**src/rtl/iop_writeback.sv**
```systemverilog
// Writeback stage behind the integer-op unit: captures the destination at issue, selects the
// registered result a cycle later, queues it in an FWFT FIFO and drains it to the register file.
module iop_writeback #(
    parameter int unsigned WIDTH      = 16,
    parameter int unsigned ADDR_WIDTH = 6,
    parameter int unsigned DEPTH      = 4
) (
    input  logic                  CLK,
    input  logic                  RESET_N,
    input  logic                  en,
    input  logic                  iop_wr,
    input  logic [ADDR_WIDTH-1:0] dst_addr,
    input  logic                  flags_we,
    input  logic                  in_cf,
    input  logic                  in_of,
    input  logic                  in_zf,
    input  logic [1:0]            dout_select,
    input  logic [WIDTH-1:0]      dout1,
    input  logic [WIDTH-1:0]      dout2,
    input  logic [WIDTH-1:0]      dout3,
    output logic                  wr_valid,
    output logic [ADDR_WIDTH-1:0] wr_addr,
    output logic [WIDTH-1:0]      wr_data,
    input  logic                  wr_ready,
    output logic                  stall,
    input  logic [ADDR_WIDTH-1:0] rd_addr,
    output logic                  hazard,
    output logic                  flag_cf,
    output logic                  flag_of,
    output logic                  flag_zf,
    output logic                  busy,
    output logic                  err_sel
);

    localparam int unsigned PW = (DEPTH > 1) ? $clog2(DEPTH) : 1;
    localparam int unsigned CW = $clog2(DEPTH) + 1;

    logic                  r_pend_valid;
    logic [ADDR_WIDTH-1:0] r_pend_addr;
    logic [ADDR_WIDTH-1:0] r_mem_addr [DEPTH];
    logic [WIDTH-1:0]      r_mem_data [DEPTH];
    logic [PW-1:0]         r_wptr;
    logic [PW-1:0]         r_rptr;
    logic [CW-1:0]         r_count;
    logic                  r_cf;
    logic                  r_of;
    logic                  r_zf;
    logic                  r_err_sel;

    logic                  w_accept;
    logic                  w_push;
    logic                  w_pop;
    logic [WIDTH-1:0]      w_sel_data;
    logic [CW-1:0]         w_occupancy;
    logic [PW-1:0]         w_offset;
    logic                  w_fifo_hit;

    // Stall looks only at registered occupancy so there is no combinational path from en.
    assign w_occupancy = r_count + CW'(r_pend_valid);
    assign stall       = (w_occupancy >= CW'(DEPTH));
    assign w_accept    = en & ~stall;
    assign wr_valid    = (r_count != '0);
    assign w_pop       = wr_valid & wr_ready;
    assign w_push      = r_pend_valid & (dout_select != 2'd0);

    always_comb begin
        w_sel_data = '0;
        case (dout_select)
            2'd1:    w_sel_data = dout1;
            2'd2:    w_sel_data = dout2;
            2'd3:    w_sel_data = dout3;
            default: w_sel_data = '0;
        endcase
    end

    // An entry is live when its distance from the read pointer is below the count.
    always_comb begin
        w_offset   = '0;
        w_fifo_hit = 1'b0;
        for (int unsigned i = 0; i < DEPTH; i++) begin
            w_offset = PW'(i) - r_rptr;
            if (({1'b0, w_offset} < r_count) && (r_mem_addr[i] == rd_addr)) begin
                w_fifo_hit = 1'b1;
            end
        end
    end

    assign hazard  = (r_pend_valid & (r_pend_addr == rd_addr)) | w_fifo_hit;
    assign busy    = r_pend_valid | wr_valid;
    assign wr_addr = r_mem_addr[r_rptr];
    assign wr_data = r_mem_data[r_rptr];
    assign flag_cf = r_cf;
    assign flag_of = r_of;
    assign flag_zf = r_zf;
    assign err_sel = r_err_sel;

    always_ff @(posedge CLK) begin
        if (w_push) begin
            r_mem_addr[r_wptr] <= r_pend_addr;
            r_mem_data[r_wptr] <= w_sel_data;
        end
    end

    always_ff @(posedge CLK or negedge RESET_N) begin
        if (!RESET_N) begin
            r_pend_valid <= 1'b0;
            r_pend_addr  <= '0;
            r_wptr       <= '0;
            r_rptr       <= '0;
            r_count      <= '0;
            r_cf         <= 1'b0;
            r_of         <= 1'b0;
            r_zf         <= 1'b0;
            r_err_sel    <= 1'b0;
        end else begin
            if (w_accept) begin
                r_pend_valid <= iop_wr;
                if (iop_wr) begin
                    r_pend_addr <= dst_addr;
                end
                if (flags_we) begin
                    r_cf <= in_cf;
                    r_of <= in_of;
                    r_zf <= in_zf;
                end
            end else begin
                r_pend_valid <= 1'b0;
            end

            if (r_pend_valid && (dout_select == 2'd0)) begin
                r_err_sel <= 1'b1;
            end

            if (w_push) begin
                r_wptr <= r_wptr + PW'(1);
            end
            if (w_pop) begin
                r_rptr <= r_rptr + PW'(1);
            end

            case ({w_push, w_pop})
                2'b10:   r_count <= r_count + CW'(1);
                2'b01:   r_count <= r_count - CW'(1);
                default: r_count <= r_count;
            endcase
        end
    end

endmodule
```
**config.mk**
```make
export PLATFORM = sky130hd
export DESIGN_NAME = iop_writeback
export DESIGN_NICKNAME = d
export VERILOG_FILES = /design/src/rtl/iop_writeback.sv
export SDC_FILE = /design/constraint.sdc
export NUM_CORES = 1
export LEC_CHECK = 0
export CORE_ASPECT_RATIO = 1.25
export CORE_MARGIN = 4
export CORE_UTILIZATION = 50
export DETAILED_ROUTE_END_ITERATION = 8
export PLACE_DENSITY = 0.87
export SKIP_LAST_GASP = 1
export SLEW_MARGIN = 20
export SYNTH_ARGS = -nofsm -noshare
export SYNTH_HDL_FRONTEND = slang
export SYNTH_SLANG_ARGS = --single-unit
export TNS_END_PERCENT = 100
```
**constraint.sdc**
```tcl
create_clock -name CLK -period 2.6 [get_ports CLK]
set_input_delay 0.65 -clock CLK [delete_from_list [all_inputs] [get_ports CLK]]
set_output_delay 0.65 -clock CLK [all_outputs]
set_load 0.02 [all_outputs]
```
==> out/results.txt <==
status: completed
number of CTS-inserted buffers: 9
sequential cell area fraction in the yosys report: 62.6%
Lkg Pwr: 2.40 nW
final worst slack: 0.0604 ns
DRT iter0 DRCs: 83
vias in the first global route: 3141
syn avg cell area: 17.0 um2
Synthesized Nets: 371
DRT antenna net count: 0
Worst VDD drop: 0.000415 V
R2R cell count: 6
Total Power: 6.02 mW
CP Class: reg2out
DR pass1 iterations: 4
Synth top cells by count: 88 x edfxtp_1, 32 x xnor2_1, 22 x mux4_2
final cell count without fillers: 538
Worst EP arrival: 1.89 ns
pwr dens: 928 nW/um2
Crit Path Max Fanout: 10
Yosys reg bits: 106
Rows: 40
Worst-Skew Late Latency: 0.35 ns
clock slew seen by the registers of the worst setup and hold paths: 0.07 ns
TritonCTS clock tree: yes
routability congestion estimate: 0.852
combinational power share: 39.6%
first-pass GRT wire length: 16100 um
Layout area overhead: 31.3%
post-synthesis cell area: 4940 um2
most frequent cell after synthesis: edfxtp_1
Synth area leaders: edfxtp_1 53%, mux4_2 10%, dfrtp_1 9.1%, xnor2_1 5.7%, mux2_2 3.6%
vias: 2875
Crit-path slowest cell: mux4_2
Most used DFF post-synth: edfxtp_1
Die Area: 11500 um2
Starting Density: 51.4%
Post-Place Cells: 521
port bufs: 100
Critical Path RT: 1.95 ns
die width: 96.9 um
Worst path max stage delay: 0.49 ns
Via density: 5.34
max_slew headroom: 76.6%
Tcrit/Tclk final: 97.7%
Worst setup SP type: flip-flop
grt ovf: 0
Final Hold Viols: 0
crit path from: r_rptr[0]
YS warnings: 0
RSZ-0062 raised after global routing: yes
hpwl dp: 7370 um
# H-tree levels: 3
IO Count: 101
worst slew pin tran: 0.351 ns
Critical R2R Launch: r_count[2]
layout cells sized above 1: 27.7%
clock share of power: 21.0%
Buf+Inv Stages, Crit Path: 3
Reg-to-Reg End: r_count[1]
Crit path depth: 4
Worst Setup End Kind: output pin
top cell type's share of synthesized area: 53.5%
Cells after Synth: 290
critical path endpoint: wr_data[7]
crit path cell chain: buf_4 > buf_12 > mux4_2 > clkdlybuf4s15_1
Residual DRC: 0
Seq pwr share: 39.3%
DIE HEIGHT: 119 um
placement-stage worst setup slack: -0.632 ns
clock sinks: 106
core area: 9610 um2
sw frac: 33.1%
antenna violations before repair: 0
Int Pwr: 4.03 mW
hold crit path type: reg2reg
Clock Skews: 0.00981 ns
routed wire length: 10100 um
max-slew violation count: 0
switching power: 1.99 mW
largest area contributor in the netlist: edfxtp_1
EDFF count, synth: 88
final setup fails: 0
max_cap viols: 0
Top delay family on crit path: buffers and inverters
DR WL/cell: 18.7 um
CTS Buffer Depth: 2
fmax: 0.394 GHz
synth unique cells: 34
asr flop ratio synth: 17.0%
register-to-register setup slack: 0.59 ns
clock period minus worst slack: 2.54 ns
CTS Root Cell: clkbuf_16
GRT Util Overall: 18.4%
n_diodes: 0
largest net degree at the start of global routing: 23
nets: 488
[registers in the layout (all words and copies together), names as in the netlist]
signal and flops:
r_mem_data 64, r_mem_addr 24, r_pend_addr 6, r_count 3, r_rptr 2, r_wptr 2, err_sel 1, flag_cf 1
flag_of 1, flag_zf 1, r_pend_valid 1
[through the flow]
step           setup TNS (ns)  area, um2  util, %  hold slack (ns)
2_1_floorplan               0       4940        -            0.354
3_3_place_gp           -0.610       6220     64.7            0.446
3_5_place_dp           -0.632       6220     64.7            0.452
4_1_cts                -0.475       6470     67.3            0.469
5_1_grt               -0.0433       6490     67.5            0.502
6_report                    0       6490     67.5            0.463
[cell families (layout without fill, tap and decap cells)]
logic type / after synthesis / count (layout) / share of synthesized area [%]
flops: 106 / 106 / 62.6
mux: 47 / 47 / 16.4
xor+xnor: 38 / 38 / 6.89
buf+inv: 35 / 157 / 3.29
compound gates: 30 / 30 / 4.68
simple gates: 24 / 24 / 3.44
fa+ha+maj: 10 / 10 / 2.68
[power groups by stage]
stage	logic [mW]	clock network [mW]	registers, mW
finish	2.39	1.27	2.37
global route	2.58	1.37	2.40
CTS	2.38	1.29	2.37
detailed placement	2.50	0	2.40
global placement	2.46	0	2.38
floorplan	1.53	0	2.35
[final cells by class]
cell class | instances | area, um2
Clock buffer | 9 | 225
Clock inverter | 7 | 51.3
Fill cell | 690 | 3120
Inverter | 16 | 60.1
Multi-Input combinational cell | 149 | 1710
Sequential cell | 106 | 3100
Tap cell | 126 | 158
Timing Repair Buffer | 125 | 1190
[worst reg2reg max path: stages (launching register included)]
cell	delay, ns
dfrtp_2	0.50
or3_4	0.40
and2_4	0.18
ha_1	0.19
inv_1	0.07
fa_1	0.41
o21ai_0	0.18
[layout by cell type (no fill, tap or decap), types with 4 or more instances in the layout]
cell / n
edfxtp_1: 88
clkdlybuf4s50_1: 71
xnor2_1: 29
mux4_2: 22
buf_4: 20
mux2_2: 16
a22o_1: 16
dfrtp_1: 16
inv_1: 15
clkbuf_2: 12
clkdlybuf4s15_1: 10
mux2_4: 9
ha_1: 9
clkbuf_16: 9
a21oi_1: 6
dlygate4sd2_1: 6
nand4_1: 5
xor2_1: 5
buf_12: 5
and2_1: 4
o2111ai_1: 4
[worst min-delay path by stage]
stage                 start      end  slack (ns)  depth (start not counted)
global route        err_sel  err_sel        0.50                          1
CTS                 err_sel  err_sel        0.47                          1
finish              err_sel  err_sel        0.46                          1
detailed placement  err_sel  err_sel        0.45                          1
global placement    err_sel  err_sel        0.45                          1
floorplan           RESET_N  err_sel        0.35                          0
[metal layers]
layer,part of all wire [%],global-route usage [%],up-vias
li1,-,-,1341
met1,38,20.4,1438
met2,55,32.9,82
met3,5.1,5.68,14
met4,2.1,7.20,0
met5,0,0,-
[what timing repair did]
| action | CTS | global route |
|---|---|---|
| pin swaps | 0 | 1 |
| setup buffers | 0 | 1 |
| gates cloned | 0 | 0 |
| hold buffers | 0 | 0 |
| setup endpoints to repair | 24 | 21 |
| gates resized for setup | 32 | 43 |
Power figures use the tool's default switching activity.
